## config.mk

```make
export PLATFORM = sky130hd
export DESIGN_NAME = branch_trap_unit_flat
export DESIGN_NICKNAME = d
export VERILOG_FILES = /design/src/rtl/jump_pkg.sv /design/src/rtl/branch_trap_unit_if.sv /design/src/rtl/branch_trap_unit_trap_prio.sv /design/src/rtl/branch_trap_unit.sv /design/src/flat_wrapper.sv
export SDC_FILE = /design/constraint.sdc
export NUM_CORES = 1
export LEC_CHECK = 0
export CAP_MARGIN = 20
export CORE_UTILIZATION = 40
export DETAILED_ROUTE_END_ITERATION = 10
export DONT_BUFFER_PORTS = 1
export REMOVE_ABC_BUFFERS = 1
export SLEW_MARGIN = 20
export SYNTH_ARGS = -nofsm -noshare
export SYNTH_HDL_FRONTEND = slang
export SYNTH_SLANG_ARGS = --single-unit
```

## constraint.sdc

```tcl
create_clock -name clk -period 7.9 [get_ports clk]
set_clock_uncertainty 0.05 [all_clocks]
set_input_delay 1.58 -clock clk [delete_from_list [all_inputs] [get_ports clk]]
set_output_delay 1.58 -clock clk [all_outputs]
set_load 0.02 [all_outputs]
```

## src/rtl/jump_pkg.sv

```systemverilog
// Shared encodings for the branch/trap unit: operand selects, branch conditions,
// trap cause codes, machine CSR addresses and the controller state type.
package jump_pkg;

  localparam logic BASE_SRC_PC  = 1'b0;
  localparam logic BASE_SRC_RS1 = 1'b1;

  localparam logic [1:0] COND_NEVER    = 2'b00;
  localparam logic [1:0] COND_ALWAYS   = 2'b01;
  localparam logic [1:0] COND_EQ_ZERO  = 2'b10;
  localparam logic [1:0] COND_NEQ_ZERO = 2'b11;

  localparam logic [4:0] TRAP_INS_MISALIGN   = 5'd0;
  localparam logic [4:0] TRAP_ILLEGAL        = 5'd2;
  localparam logic [4:0] TRAP_EBREAK         = 5'd3;
  localparam logic [4:0] TRAP_LOAD_MISALIGN  = 5'd4;
  localparam logic [4:0] TRAP_STORE_MISALIGN = 5'd6;
  localparam logic [4:0] TRAP_ECALL          = 5'd11;

  localparam logic [4:0] IRQ_CAUSE_BASE = 5'd16;

  localparam logic [11:0] CSR_MSTATUS = 12'h300;
  localparam logic [11:0] CSR_MIE     = 12'h304;
  localparam logic [11:0] CSR_MTVEC   = 12'h305;
  localparam logic [11:0] CSR_MEPC    = 12'h341;
  localparam logic [11:0] CSR_MCAUSE  = 12'h342;
  localparam logic [11:0] CSR_MTVAL   = 12'h343;
  localparam logic [11:0] CSR_MIP     = 12'h344;

  typedef enum logic {
    ST_RUN  = 1'b0,
    ST_TRAP = 1'b1
  } trap_state_t;

endpackage

```

## src/rtl/branch_trap_unit_if.sv

```systemverilog
// Execute-stage bundle between the pipeline (master) and the branch/trap unit (slave).
interface branch_trap_unit_if #(
  parameter int XLEN = 32,
  parameter int NIRQ = 4
);
  logic            valid;
  logic [XLEN-1:0] pc;
  logic [XLEN-1:0] imm;
  logic [XLEN-1:0] rs1_rdata;
  logic            base_src;
  logic [1:0]      cond;
  logic            alu_zero;
  logic            ins_illegal;
  logic            ins_misalign;
  logic            ecall;
  logic            ebreak;
  logic            store_misalign;
  logic            load_misalign;
  logic [XLEN-1:0] bad_addr;
  logic            mret;
  logic [NIRQ-1:0] irq;
  logic            csr_we;
  logic [11:0]     csr_addr;
  logic [XLEN-1:0] csr_wdata;
  logic [XLEN-1:0] csr_rdata;
  logic [XLEN-1:0] target;
  logic            taken;
  logic            flush;
  logic            stall;

  modport master (
    output valid, pc, imm, rs1_rdata, base_src, cond, alu_zero,
           ins_illegal, ins_misalign, ecall, ebreak, store_misalign, load_misalign,
           bad_addr, mret, irq, csr_we, csr_addr, csr_wdata,
    input  csr_rdata, target, taken, flush, stall
  );

  modport slave (
    input  valid, pc, imm, rs1_rdata, base_src, cond, alu_zero,
           ins_illegal, ins_misalign, ecall, ebreak, store_misalign, load_misalign,
           bad_addr, mret, irq, csr_we, csr_addr, csr_wdata,
    output csr_rdata, target, taken, flush, stall
  );
endinterface

```

## src/rtl/branch_trap_unit_trap_prio.sv

```systemverilog
// Trap priority encoder: enabled interrupts beat every exception, lowest irq line wins,
// then exceptions in fixed machine-mode order.
module trap_prio
  import jump_pkg::*;
#(
  parameter int NIRQ = 4
) (
  input  logic            ins_illegal,
  input  logic            ins_misalign,
  input  logic            ecall,
  input  logic            ebreak,
  input  logic            store_misalign,
  input  logic            load_misalign,
  input  logic [NIRQ-1:0] irq,
  input  logic [NIRQ-1:0] irq_en,
  input  logic            mie,
  output logic            trap,
  output logic            is_irq,
  output logic [4:0]      cause
);

  logic [NIRQ-1:0] pend;

  always_comb begin
    pend   = irq & irq_en & {NIRQ{mie}};
    trap   = 1'b1;
    is_irq = 1'b0;
    cause  = '0;
    if (|pend) begin
      is_irq = 1'b1;
      // Descending scan so the lowest pending line is the last assignment.
      for (int i = NIRQ - 1; i >= 0; i--) begin
        if (pend[i]) cause = IRQ_CAUSE_BASE + 5'(i);
      end
    end else if (ins_illegal)    cause = TRAP_ILLEGAL;
    else if (ins_misalign)       cause = TRAP_INS_MISALIGN;
    else if (ecall)              cause = TRAP_ECALL;
    else if (ebreak)             cause = TRAP_EBREAK;
    else if (store_misalign)     cause = TRAP_STORE_MISALIGN;
    else if (load_misalign)      cause = TRAP_LOAD_MISALIGN;
    else                         trap  = 1'b0;
  end

endmodule

```

## src/rtl/branch_trap_unit.sv

```systemverilog
// Execute-stage branch/jump redirect plus machine-mode trap controller (RUN/TRAP FSM,
// mstatus/mie/mtvec/mepc/mcause/mtval/mip CSRs, mret).
module branch_trap_unit
  import jump_pkg::*;
#(
  parameter int          XLEN        = 32,
  parameter int          NIRQ        = 4,
  parameter logic [63:0] MTVEC_RESET = 64'h0
) (
  input logic              clk,
  input logic              rst_n,
  branch_trap_unit_if.slave bus
);

  trap_state_t     state, next_state;
  logic            mstat_mie, mstat_mpie;
  logic [NIRQ-1:0] irq_en;
  logic [XLEN-1:0] mtvec, mepc, mcause, mtval;

  logic            trap_p, is_irq_p;
  logic [4:0]      cause_p;
  logic            exec, trap_take, commit;
  logic [XLEN-1:0] br_base, br_target, trap_vec;

  function automatic logic cond_hit(input logic [1:0] cond, input logic zero);
    case (cond)
      COND_ALWAYS:   return 1'b1;
      COND_EQ_ZERO:  return zero;
      COND_NEQ_ZERO: return !zero;
      default:       return 1'b0;
    endcase
  endfunction

  function automatic logic [XLEN-1:0] trap_value(input logic irq_trap, input logic [4:0] code,
                                                 input logic [XLEN-1:0] pc,
                                                 input logic [XLEN-1:0] bad);
    if (!irq_trap && (code == TRAP_INS_MISALIGN || code == TRAP_STORE_MISALIGN ||
                      code == TRAP_LOAD_MISALIGN))
      return bad;
    if (!irq_trap && code == TRAP_ILLEGAL) return pc;
    return '0;
  endfunction

  trap_prio #(.NIRQ(NIRQ)) u_prio (
    .ins_illegal   (bus.ins_illegal),
    .ins_misalign  (bus.ins_misalign),
    .ecall         (bus.ecall),
    .ebreak        (bus.ebreak),
    .store_misalign(bus.store_misalign),
    .load_misalign (bus.load_misalign),
    .irq           (bus.irq),
    .irq_en        (irq_en),
    .mie           (mstat_mie),
    .trap          (trap_p),
    .is_irq        (is_irq_p),
    .cause         (cause_p)
  );

  assign exec      = bus.valid && (state == ST_RUN);
  assign trap_take = exec && trap_p;
  assign commit    = exec && !trap_p;
  assign br_base   = (bus.base_src == BASE_SRC_RS1) ? bus.rs1_rdata : bus.pc;
  assign br_target = br_base + bus.imm;
  // Vectored mode only offsets interrupts; the offset is 4 x the low cause code.
  assign trap_vec  = {mtvec[XLEN-1:2], 2'b00} +
                     (((mtvec[1:0] == 2'b01) && mcause[XLEN-1]) ? {mcause[XLEN-3:0], 2'b00}
                                                                : '0);

  always_ff @(posedge clk or negedge rst_n) begin
    if (!rst_n) state <= ST_RUN;
    else        state <= next_state;
  end

  always_comb begin
    next_state = state;
    bus.taken  = 1'b0;
    bus.flush  = 1'b0;
    bus.stall  = 1'b0;
    bus.target = br_target;
    case (state)
      ST_RUN: begin
        if (trap_take) begin
          bus.flush  = 1'b1;
          bus.stall  = 1'b1;
          next_state = ST_TRAP;
        end else if (commit && bus.mret) begin
          bus.taken  = 1'b1;
          bus.target = mepc;
        end else if (commit) begin
          bus.taken  = cond_hit(bus.cond, bus.alu_zero);
        end
      end
      ST_TRAP: begin
        bus.taken  = 1'b1;
        bus.target = trap_vec;
        next_state = ST_RUN;
      end
      default: next_state = ST_RUN;
    endcase
  end

  always_ff @(posedge clk or negedge rst_n) begin
    if (!rst_n) begin
      mstat_mie  <= 1'b0;
      mstat_mpie <= 1'b0;
      irq_en     <= '0;
      mtvec      <= MTVEC_RESET[XLEN-1:0];
      mepc       <= '0;
      mcause     <= '0;
      mtval      <= '0;
    end else if (trap_take) begin
      mepc       <= {bus.pc[XLEN-1:2], 2'b00};
      mcause     <= {is_irq_p, {(XLEN-6){1'b0}}, cause_p};
      mtval      <= trap_value(is_irq_p, cause_p, bus.pc, bus.bad_addr);
      mstat_mpie <= mstat_mie;
      mstat_mie  <= 1'b0;
    end else if (commit) begin
      if (bus.csr_we) begin
        case (bus.csr_addr)
          CSR_MSTATUS: begin
            mstat_mie  <= bus.csr_wdata[3];
            mstat_mpie <= bus.csr_wdata[7];
          end
          CSR_MIE:    irq_en <= bus.csr_wdata[16 +: NIRQ];
          CSR_MTVEC:  mtvec  <= bus.csr_wdata;
          CSR_MEPC:   mepc   <= {bus.csr_wdata[XLEN-1:2], 2'b00};
          CSR_MCAUSE: mcause <= bus.csr_wdata;
          CSR_MTVAL:  mtval  <= bus.csr_wdata;
          default: ;
        endcase
      end
      // mret's mstatus update takes precedence over a same-cycle mstatus write.
      if (bus.mret) begin
        mstat_mie  <= mstat_mpie;
        mstat_mpie <= 1'b1;
      end
    end
  end

  always_comb begin
    bus.csr_rdata = '0;
    case (bus.csr_addr)
      CSR_MSTATUS: begin
        bus.csr_rdata[3] = mstat_mie;
        bus.csr_rdata[7] = mstat_mpie;
      end
      CSR_MIE:    bus.csr_rdata[16 +: NIRQ] = irq_en;
      CSR_MTVEC:  bus.csr_rdata = mtvec;
      CSR_MEPC:   bus.csr_rdata = mepc;
      CSR_MCAUSE: bus.csr_rdata = mcause;
      CSR_MTVAL:  bus.csr_rdata = mtval;
      CSR_MIP:    bus.csr_rdata[16 +: NIRQ] = bus.irq;
      default: ;
    endcase
  end

endmodule

```

## src/flat_wrapper.sv

```systemverilog
// flat-port wrapper written by rule: the top's interface ports become plain ports
module branch_trap_unit_flat import jump_pkg::*;
#(
  parameter int          XLEN        = 32,
  parameter int          NIRQ        = 4,
  parameter logic [63:0] MTVEC_RESET = 64'h0
)
  (clk, rst_n, bus_valid, bus_pc, bus_imm, bus_rs1_rdata, bus_base_src, bus_cond, bus_alu_zero, bus_ins_illegal, bus_ins_misalign, bus_ecall, bus_ebreak, bus_store_misalign, bus_load_misalign, bus_bad_addr, bus_mret, bus_irq, bus_csr_we, bus_csr_addr, bus_csr_wdata, bus_csr_rdata, bus_target, bus_taken, bus_flush, bus_stall);
  branch_trap_unit_if #(.XLEN(XLEN), .NIRQ(NIRQ)) bus_i ();
  input logic clk;
  input logic rst_n;
  input wire logic [$bits(bus_i.valid)-1:0] bus_valid;
  input wire logic [$bits(bus_i.pc)-1:0] bus_pc;
  input wire logic [$bits(bus_i.imm)-1:0] bus_imm;
  input wire logic [$bits(bus_i.rs1_rdata)-1:0] bus_rs1_rdata;
  input wire logic [$bits(bus_i.base_src)-1:0] bus_base_src;
  input wire logic [$bits(bus_i.cond)-1:0] bus_cond;
  input wire logic [$bits(bus_i.alu_zero)-1:0] bus_alu_zero;
  input wire logic [$bits(bus_i.ins_illegal)-1:0] bus_ins_illegal;
  input wire logic [$bits(bus_i.ins_misalign)-1:0] bus_ins_misalign;
  input wire logic [$bits(bus_i.ecall)-1:0] bus_ecall;
  input wire logic [$bits(bus_i.ebreak)-1:0] bus_ebreak;
  input wire logic [$bits(bus_i.store_misalign)-1:0] bus_store_misalign;
  input wire logic [$bits(bus_i.load_misalign)-1:0] bus_load_misalign;
  input wire logic [$bits(bus_i.bad_addr)-1:0] bus_bad_addr;
  input wire logic [$bits(bus_i.mret)-1:0] bus_mret;
  input wire logic [$bits(bus_i.irq)-1:0] bus_irq;
  input wire logic [$bits(bus_i.csr_we)-1:0] bus_csr_we;
  input wire logic [$bits(bus_i.csr_addr)-1:0] bus_csr_addr;
  input wire logic [$bits(bus_i.csr_wdata)-1:0] bus_csr_wdata;
  output wire logic [$bits(bus_i.csr_rdata)-1:0] bus_csr_rdata;
  output wire logic [$bits(bus_i.target)-1:0] bus_target;
  output wire logic [$bits(bus_i.taken)-1:0] bus_taken;
  output wire logic [$bits(bus_i.flush)-1:0] bus_flush;
  output wire logic [$bits(bus_i.stall)-1:0] bus_stall;
  assign bus_i.valid = bus_valid;
  assign bus_i.pc = bus_pc;
  assign bus_i.imm = bus_imm;
  assign bus_i.rs1_rdata = bus_rs1_rdata;
  assign bus_i.base_src = bus_base_src;
  assign bus_i.cond = bus_cond;
  assign bus_i.alu_zero = bus_alu_zero;
  assign bus_i.ins_illegal = bus_ins_illegal;
  assign bus_i.ins_misalign = bus_ins_misalign;
  assign bus_i.ecall = bus_ecall;
  assign bus_i.ebreak = bus_ebreak;
  assign bus_i.store_misalign = bus_store_misalign;
  assign bus_i.load_misalign = bus_load_misalign;
  assign bus_i.bad_addr = bus_bad_addr;
  assign bus_i.mret = bus_mret;
  assign bus_i.irq = bus_irq;
  assign bus_i.csr_we = bus_csr_we;
  assign bus_i.csr_addr = bus_csr_addr;
  assign bus_i.csr_wdata = bus_csr_wdata;
  assign bus_csr_rdata = bus_i.csr_rdata;
  assign bus_target = bus_i.target;
  assign bus_taken = bus_i.taken;
  assign bus_flush = bus_i.flush;
  assign bus_stall = bus_i.stall;
  branch_trap_unit #(.XLEN(XLEN), .NIRQ(NIRQ), .MTVEC_RESET(MTVEC_RESET)) u_core (.clk(clk), .rst_n(rst_n), .bus(bus_i));
endmodule
```

==> flow_metrics.env, run 1 <==
export IMPL_ys_warn_count=0
export IMPL_max_freq_mhz=155
export IMPL_synth_area_per_cell_um2=8.60
export IMPL_start_util=0.407
export IMPL_fin_crit_sh=0.817
export IMPL_gr_total_overflow=0
export IMPL_dieArea_um2=29000
export IMPL_slew_viol_final=0
export IMPL_dp_hpwl_mm=29.4
export IMPL_rsz0062_at_grt="no"
export IMPL_hold_start="u_core.mtval[3]$_DFFE_PN0P_"
export IMPL_synth_edf_count=0
export IMPL_setup_viol=0
export IMPL_io_buffers=0
export IMPL_report_final_hold_viol_count=0
export IMPL_use_met1=0.385
export IMPL_cts_resized=0
export IMPL_path_depth=15
export IMPL_status="completed"
export IMPL_cts_made_buffers=17
export IMPL_clock_latency_ns=0.43
export IMPL_grt_pass1_wl_mm=62.0
export IMPL_critPathLaunch="u_core.mcause[31]$_DFFE_PN0P_"
export IMPL_hold_path_class="flip-flop to flip-flop"
export IMPL_setup_worst_path_class="flip-flop to output pin"
export IMPL_core_area_um2=27800
export IMPL_timing_slew_headroom=0.256
export IMPL_register_area_um2=3330
export IMPL_post_cts_buffers=0
export IMPL_worst_pin_slew_ns=1.12
export IMPL_cts_hold_buf=0
export IMPL_nets=1520
export IMPL_cp_required_ns=6.27
export IMPL_grt_usage=0.288
export IMPL_power_density_nw_per_um2=178
export IMPL_critPathSlowestCell="a22oi_1"
export IMPL_drtIter0Drc=1007
export IMPL_htreeDepth=4
export IMPL_wirelength_mm=42.0
export IMPL_min_delay_path_depth=2
export IMPL_cts_buffer_depth=2
export IMPL_cts_sinks=133
export IMPL_final_layout_size_suffix_gt1_frac=0.133
export IMPL_reg2reg_from="u_core.irq_en[1]$_DFFE_PN0P_"
export IMPL_crit_path_end_kind="output pin"
export IMPL_num_vias=10266
export IMPL_finalWeightedCongestion=0.929
export IMPL_ir_drop_uv=146
export IMPL_p_leak_uw=0.00531
export IMPL_cts_tree="built"
export IMPL_ant_nets=0
export IMPL_post_route_min_period_ns=6.45
export IMPL_cap_violations=0
export IMPL_placed_cell_area_um2=11600
export IMPL_hold_ws_ns=0.459
export IMPL_crit_buf_inv=1
export IMPL_rr_worst_depth=9
export IMPL_yosys_register_bits=133
export IMPL_yosysUniqueCellTypes=82
export IMPL_wire_per_inst_um=25.3
export IMPL_cp_max_fo=30
export IMPL_slowest_delay_ns=0.65
export IMPL_stdcell_area_um2=12300
export IMPL_ys_seq_area_frac=0.294
export IMPL_grt_max_degree=134
export IMPL_fp_row_count=61
export IMPL_grt_use_met3=0.0849
export IMPL_utilization=0.443
export IMPL_grt_pass1_vias=9810
export IMPL_arrival_ns=4.82
export IMPL_path_delay_family="compound AO/OA/AOI/OAI gates"
export IMPL_clk_pin_slew_worst_paths_ns=0.06
export IMPL_area_delta_synth_final_pct=8.63
export IMPL_die_width_um=170
export IMPL_start_kind="flip-flop"
export IMPL_multi_input_area_um2=7660
export IMPL_postSynthCellCount=1316
export IMPL_die_h_um=170
export IMPL_fillerInstances=2772
export IMPL_first_pass_iters=7
export IMPL_drc=0
export IMPL_antenna_found_initial=3
export IMPL_ios=258
export IMPL_avgViaCountPerCell=6.20
export IMPL_tns_ns=0
export IMPL_crit_chain="nand2_1 -> nor2_1 -> buf_4 -> and2_1 -> ha_1 -> fa_1 -> a211oi_1 -> nor2_2 -> nor4_1 -> o41ai_4 -> a31oi_1 -> o21ai_1 -> a21oi_1 -> xor2_1 -> a22oi_1"
export IMPL_synthFlopType="dfrtp_1"
export IMPL_synthArstFlopShare=1.00
export IMPL_synth_area_um2=11300
export IMPL_grt_busiest_layer="met2"
export IMPL_met2_usage=0.450
export IMPL_clockRootBuffer="clkbuf_16"
cells by family (layout without fill, tap and decap cells):
kind of cell | count (synthesis) | in the layout | share of synthesized area
XOR/XNOR | 45 | 45 | 0.0348
buffers and inverters | 100 | 62 | 0.0349
AO/OA/AOI/OAI | 375 | 375 | 0.230
other | 0 | 1 | 0
adder cells (fa/ha/maj) | 62 | 62 | 0.0699
AND/OR/NAND/NOR | 429 | 429 | 0.173
multiplexers | 172 | 172 | 0.164
flip-flops | 133 | 133 | 0.294
power by group:
part	switching, uW	internal (uW)	total, uW
sequential	42.4	736	779
combinational	293	183	476
clock	340	590	930
placed cells by master (no fill, tap or decap), drive strengths merged, types with 30 or more instances in the layout:
master  Yosys  layout
dfrtp     133     133
nand2     158     158
o21ai      81      81
nor2      145     145
and2       33      33
a21oi     101     101
a221o      30      30
mux2      105     105
a221oi     33      33
mux2i      67      67
ha         60      60
flip-flops by register name (all words and copies together) (netlist names):
register / flops
u_core.mepc: 30
u_core.mcause: 32
u_core.state: 1
u_core.mstat_mpie: 1
u_core.irq_en: 4
u_core.mtval: 32
u_core.mstat_mie: 1
u_core.mtvec: 32
layout make-up:
| class | count | area share |
|---|---|---|
| well taps | 378 | 0.0385 |
| repair buffers | 14 | 0.00855 |
| multi-input cells | 1083 | 0.623 |
| flip-flops and latches | 133 | 0.271 |
| diodes | 1 | 0.000204 |
| inverters | 18 | 0.00570 |
| clock buffers | 17 | 0.0346 |
| clock inverters | 13 | 0.0188 |
per-layer routing:
layer / vias to the layer above / part of all wire / wire [um]
li1: 4733 / - / -
met5: - / 0.00060 / 25
met2: 469 / 0.45 / 18800
met3: 60 / 0.097 / 4060
met1: 5000 / 0.43 / 18200
met4: 4 / 0.020 / 834
final timing paths:
kind / endpoint / slack (ns)
max reg2reg: u_core.mtval[15]$_DFFE_PN0P_ / 4.29
max: bus_target[18] / 1.45
max in group asynchronous: u_core.state$_DFF_PN0_ / 6.74
min: u_core.mtval[3]$_DFFE_PN0P_ / 0.46
min reg2reg: u_core.mtval[3]$_DFFE_PN0P_ / 0.46
min in group asynchronous: u_core.mtval[12]$_DFFE_PN0P_ / 0.80
Yosys cell counts, types with 22 or more instances:
cell type,n,area (um^2)
a21o_1,28,210
a21oi_1,98,490
a221o_1,30,300
a221oi_1,33,289
and2_1,33,206
clkbuf_1,59,221
dfrtp_1,133,3330
ha_1,60,751
mux2_2,95,1070
mux2i_1,67,671
nand2_1,157,589
nor2_1,144,541
o21ai_0,74,370
xnor2_1,23,201
xor2_1,22,193
worst register-to-register path, cell delays in order (launching register included):
cell     delay (ns)
dfrtp_1        0.41
a22o_1         0.24
nand2_1        0.10
nor4b_2        0.38
nand3_1        0.37
nand2_2        0.21
buf_4          0.56
nand2_2        0.80
nor2_1         0.31
nor2_1         0.08
metrics by stage:
step	power, uW	std cells	setup WS [ns]
3_5_place_dp	1260	1626	1.69
6_report	2180	1657	1.45
3_3_place_gp	1260	1626	1.69
4_1_cts	2190	1656	1.53
2_1_floorplan	1130	1234	1.69
5_1_grt	2270	1656	1.26
Note: power is estimated with default switching activity, not from simulation.
==> run 2: changes to the inputs <==
clock period = 6.03 ns   (was 7.9 ns; I/O delays follow)
==> flow_metrics.env, run 2 (synthesized netlist as in run 1, its figures left out) <==
export IMPL_status="completed"
export IMPL_cts_tree="built"
export IMPL_hold_path_class="primary input to async pin"
export IMPL_utilization=0.445
export IMPL_ios=258
export IMPL_grt_pass1_wl_mm=62.3
export IMPL_diodes=0
export IMPL_post_route_min_period_ns=5.65
export IMPL_drtIter0Drc=1026
export IMPL_dp_hpwl_mm=30.0
export IMPL_fin_crit_sh=0.937
export IMPL_cts_sinks=133
export IMPL_grt_max_degree=134
export IMPL_rsz0062_at_grt="no"
export IMPL_ir_drop_uv=190
export IMPL_first_pass_iters=6
export IMPL_htreeDepth=4
export IMPL_pwr_share_seq=0.373
export IMPL_worst_pin_slew_ns=1.15
export IMPL_cts_resized=0
export IMPL_slowest_delay_ns=0.57
export IMPL_rrSetupSlack_ns=2.49
export IMPL_gr_total_overflow=0
export IMPL_avgViaCountPerCell=6.20
export IMPL_stdcell_area_um2=12400
export IMPL_critPathSlowestCell="nor4_1"
export IMPL_tns_ns=0
export IMPL_grt_pass1_vias=9927
export IMPL_start_kind="flip-flop"
export IMPL_start_util=0.407
export IMPL_arrival_ns=4.39
export IMPL_final_layout_size_suffix_gt1_frac=0.147
export IMPL_io_buffers=0
export IMPL_wirelength_mm=42.2
export IMPL_path_delay_family="simple AND/OR/NAND/NOR gates"
export IMPL_p_int_uw=1860
export IMPL_clockRootBuffer="clkbuf_16"
export IMPL_crit_chain="nand2_1 -> nor2_1 -> buf_4 -> and2_1 -> ha_1 -> nand3_1 -> nor4_1 -> o311ai_1 -> nand2_2 -> a211oi_4 -> o31ai_2 -> xnor2_1 -> a211oi_1 -> buf_4"
export IMPL_top_regs="u_core.mcause x32, u_core.mtval x32, u_core.mtvec x32"
export IMPL_power_density_nw_per_um2=222
export IMPL_crit_path_end_kind="output pin"
export IMPL_ant_nets=0
export IMPL_dieArea_um2=29000
export IMPL_cts_made_buffers=17
export IMPL_post_cts_buffers=0
export IMPL_crit_top_cell="buf_4"
export IMPL_path_depth=14
export IMPL_die_h_um=170
export IMPL_clock_latency_ns=0.43
export IMPL_cts_hold_buf=0
export IMPL_nets=1541
export IMPL_core_area_um2=27800
export IMPL_report_final_hold_viol_count=0
export IMPL_num_vias=10408
export IMPL_cap_violations=0
export IMPL_cts_buffer_depth=2
export IMPL_final_cell_mix="155 x nand2_1, 143 x nor2_1, 132 x dfrtp_1"
export IMPL_combPwrFrac=0.238
export IMPL_setup_viol=0
export IMPL_fp_row_count=61
export IMPL_antenna_found_initial=1
export IMPL_cp_required_ns=4.77
export IMPL_drc=0
export IMPL_crit_buf_inv=2
export IMPL_max_freq_mhz=177
export IMPL_layout_commonest_cell="nand2_1"
export IMPL_area_delta_synth_final_pct=9.33
export IMPL_timing_slew_headroom=0.234
export IMPL_p_leak_uw=0.00538
export IMPL_cp_max_fo=19
export IMPL_power_frac_clock=0.389
export IMPL_rr_worst_depth=9
export IMPL_wire_per_inst_um=25.2
export IMPL_finalWeightedCongestion=0.915
export IMPL_swShare=0.324
export IMPL_slew_viol_final=0
export IMPL_die_width_um=170
export IMPL_p_switching_uw=888
export IMPL_clk_pin_slew_worst_paths_ns=0.06
export IMPL_setup_worst_path_class="flip-flop to output pin"
export IMPL_grt_usage=0.290
export IMPL_placed_cell_area_um2=11800
[run 2: cell types whose count changed in the layout (fill, tap and decap cells not counted), sizes merged]
| cell | change |
|---|---|
| buf | +21 |
| bufinv | -4 |
| clkinv | +3 |
| clkbuf | +2 |
| diode | -1 |
[run 2: area by class of cell]
class	count	area (um^2)
fill	2785	15400
multi-input combinational	1083	7640
sequential	133	3330
tap	378	473
clock buffer	19	453
timing repair buffer	35	275
clock inverter	12	130
inverter	18	70.1
[run 2: stage by stage]
stage	cells	hold slack, ns	total power [uW]	setup WS, ns
6_report	1678	0.433	2740	0.380
5_1_grt	1678	0.410	2840	0.123
3_5_place_dp	1647	0.453	1680	0.600
3_3_place_gp	1647	0.444	1680	0.622
4_1_cts	1678	0.414	2750	0.403
2_1_floorplan	1234	0.425	1490	0.568
[run 2: worst paths after layout]
| kind | from | to |
|---|---|---|
| worst max register to register | u_core.mstat_mie$_DFFE_PN0P_ | u_core.mtval[30]$_DFFE_PN0P_ |
| worst min-delay path | rst_n | u_core.mtval[12]$_DFFE_PN0P_ |
| min in group clk | u_core.mtval[20]$_DFFE_PN0P_ | u_core.mtval[20]$_DFFE_PN0P_ |
| worst max-delay path | u_core.mcause[31]$_DFFE_PN0P_ | bus_target[27] |
| worst min register to register | u_core.mtval[20]$_DFFE_PN0P_ | u_core.mtval[20]$_DFFE_PN0P_ |
| max in group asynchronous | rst_n | u_core.mtvec[30]$_DFFE_PN0P_ |
[run 2: power groups by stage]
stage / Combinational (uW) / Sequential (uW) / Clock, uW
2_1_floorplan: 467 / 1020 / 0
3_3_place_gp: 641 / 1030 / 0
3_5_place_dp: 646 / 1040 / 0
4_1_cts: 649 / 1020 / 1080
5_1_grt: 705 / 1030 / 1110
6_report: 652 / 1020 / 1070
[run 2: routing by layer]
metal,wire length (um),vias to the layer above,global-route usage
met4,1140,2,0.0952
li1,-,4782,-
met5,13,-,0
met2,19000,497,0.454
met3,3940,70,0.0786
met1,18100,5057,0.385
==> run 3: changes to the inputs <==
CORE_MARGIN = 5   (was default)
==> flow_metrics.env, run 3 (synthesized netlist as in run 1, its figures left out) <==
export IMPL_drc=0
export IMPL_slowest_delay_ns=0.59
export IMPL_first_pass_iters=5
export IMPL_clock_latency_ns=0.43
export IMPL_cts_made_buffers=17
export IMPL_ant_nets=0
export IMPL_cap_violations=0
export IMPL_gr_total_overflow=0
export IMPL_post_place_cells=1647
export IMPL_setup_viol=0
export IMPL_wirelength_mm=43.3
export IMPL_grt_usage=0.266
export IMPL_critPathSlowestCell="nor4_1"
export IMPL_drtIter0Drc=930
export IMPL_layout_commonest_cell="nand2_1"
export IMPL_hold_path_class="primary input to async pin"
export IMPL_num_vias=10421
export IMPL_ios=258
export IMPL_area_delta_synth_final_pct=9.36
export IMPL_max_freq_mhz=177
export IMPL_clk_pin_slew_worst_paths_ns=0.06
export IMPL_crit_chain="nand2_1 -> nor2_1 -> buf_4 -> and2_1 -> fa_1 -> a211oi_1 -> nor2_2 -> nor4_1 -> o41ai_4 -> a21oi_2 -> o21ai_1 -> a21oi_1 -> xor2_1 -> o22ai_1 -> buf_4"
export IMPL_die_h_um=178
export IMPL_start_util=0.406
export IMPL_total_power_uw=2760
export IMPL_slew_viol_final=0
export IMPL_cts_hold_buf=0
export IMPL_antenna_found_initial=2
export IMPL_cts_resized=0
export IMPL_cp_max_fo=29
export IMPL_crit_top_cell="buf_4"
export IMPL_htreeDepth=4
export IMPL_final_layout_size_suffix_gt1_frac=0.147
export IMPL_avgViaCountPerCell=6.20
export IMPL_finalWeightedCongestion=0.975
export IMPL_arrival_ns=4.39
export IMPL_clockRootBuffer="clkbuf_16"
export IMPL_tns_ns=0
export IMPL_timing_slew_headroom=0.260
export IMPL_power_density_nw_per_um2=223
export IMPL_top_regs="u_core.mcause x32, u_core.mtval x32, u_core.mtvec x32"
export IMPL_dp_hpwl_mm=30.7
export IMPL_nets=1541
export IMPL_status="completed"
export IMPL_setup_worst_path_class="flip-flop to output pin"
export IMPL_cts_sinks=133
export IMPL_post_cts_buffers=0
export IMPL_rsz0062_at_grt="no"
export IMPL_wire_per_inst_um=25.7
export IMPL_cts_tree="built"
export IMPL_ir_drop_uv=188
export IMPL_grt_pass1_vias=10244
export IMPL_grt_max_degree=134
export IMPL_final_cell_mix="155 x nand2_1, 143 x nor2_1, 132 x dfrtp_1"
export IMPL_cts_buffer_depth=2
export IMPL_post_route_min_period_ns=5.65
export IMPL_layoutNonFillerInstCount=1680
export IMPL_fin_crit_sh=0.937
export IMPL_start_kind="flip-flop"
export IMPL_report_final_hold_viol_count=0
export IMPL_p_leak_uw=0.00537
export IMPL_hold_ws_ns=0.426
export IMPL_io_buffers=0
export IMPL_crit_path_end_kind="output pin"
export IMPL_fillerInstances=2778
export IMPL_cp_required_ns=4.77
export IMPL_die_width_um=178
export IMPL_dieArea_um2=31800
export IMPL_fp_row_count=61
export IMPL_worst_pin_slew_ns=1.11
export IMPL_core_area_um2=27900
export IMPL_grt_pass1_wl_mm=63.9
==> run 3: cell types whose count changed in the layout (fill, tap and decap cells not counted), sizes merged <==
cell / change
clkinv: -3
clkbuf: +2
clkinvlp: +2
diode: +1
==> run 3: path summary, 6_finish.rpt <==
path	depth (start not counted)	end	slack, ns	startpoint
worst max-delay path	15	bus_target[30]	0.38	u_core.mtvec[0]$_DFFE_PN0P_
worst min register to register	2	u_core.mtval[7]$_DFFE_PN0P_	0.46	u_core.mtval[7]$_DFFE_PN0P_
worst min-delay path	0	u_core.mtval[7]$_DFFE_PN0P_	0.43	rst_n
max in group asynchronous	0	u_core.mepc[24]$_DFFE_PN0P_	5.27	rst_n
min in group clk	2	u_core.mtval[7]$_DFFE_PN0P_	0.46	u_core.mtval[7]$_DFFE_PN0P_
worst max register to register	10	u_core.mtval[8]$_DFFE_PN0P_	2.43	u_core.irq_en[1]$_DFFE_PN0P_
==> run 3: area by class of cell <==
type | count | area, um^2 | area share
Inverter | 18 | 70.1 | 0.00566
Clock inverter | 11 | 126 | 0.0102
Antenna cell | 1 | 2.50 | 0.000202
Sequential cell | 133 | 3330 | 0.269
Timing Repair Buffer | 35 | 263 | 0.0212
Multi-Input combinational cell | 1083 | 7640 | 0.617
Clock buffer | 21 | 470 | 0.0380
Tap cell | 378 | 473 | 0.0382
==> run 3: per-layer routing <==
layer  up-vias  GRT usage  part of all wire
li1       4784          -                 -
met1      5085      0.355              0.42
met4         4     0.0835             0.028
met5         -          0           0.00062
met2       481      0.414              0.45
met3        67     0.0816              0.10
==> run 3: power by group <==
| group | switching, uW | leakage (uW) | internal [uW] |
|---|---|---|---|
| Clock | 439 | 0.000282 | 643 |
| Sequential | 59.3 | 0.00170 | 965 |
| Combinational | 390 | 0.00339 | 264 |
| Total | 889 | 0.00537 | 1870 |
==> run 3: stage by stage <==
stage | util | setup slack (ns) | area, um^2
after CTS | 0.444 | 0.404 | 12400
after detailed placement | 0.423 | 0.607 | 11800
after global placement | 0.423 | 0.578 | 11800
after global routing | 0.444 | 0.194 | 12400
final | 0.444 | 0.381 | 12400
after floorplan | - | 0.568 | 11000
==> run 3: critical path: cells and delay by family (launching register included) <==
| kind | cells | cell delay [ns] |
|---|---|---|
| AND/OR/NAND/NOR | 5 | 1.03 |
| flip-flops | 1 | 0.41 |
| AO/OA/AOI/OAI | 6 | 1.40 |
| adder cells (fa/ha/maj) | 1 | 0.49 |
| XOR/XNOR | 1 | 0.21 |
| buffers and inverters | 2 | 0.40 |
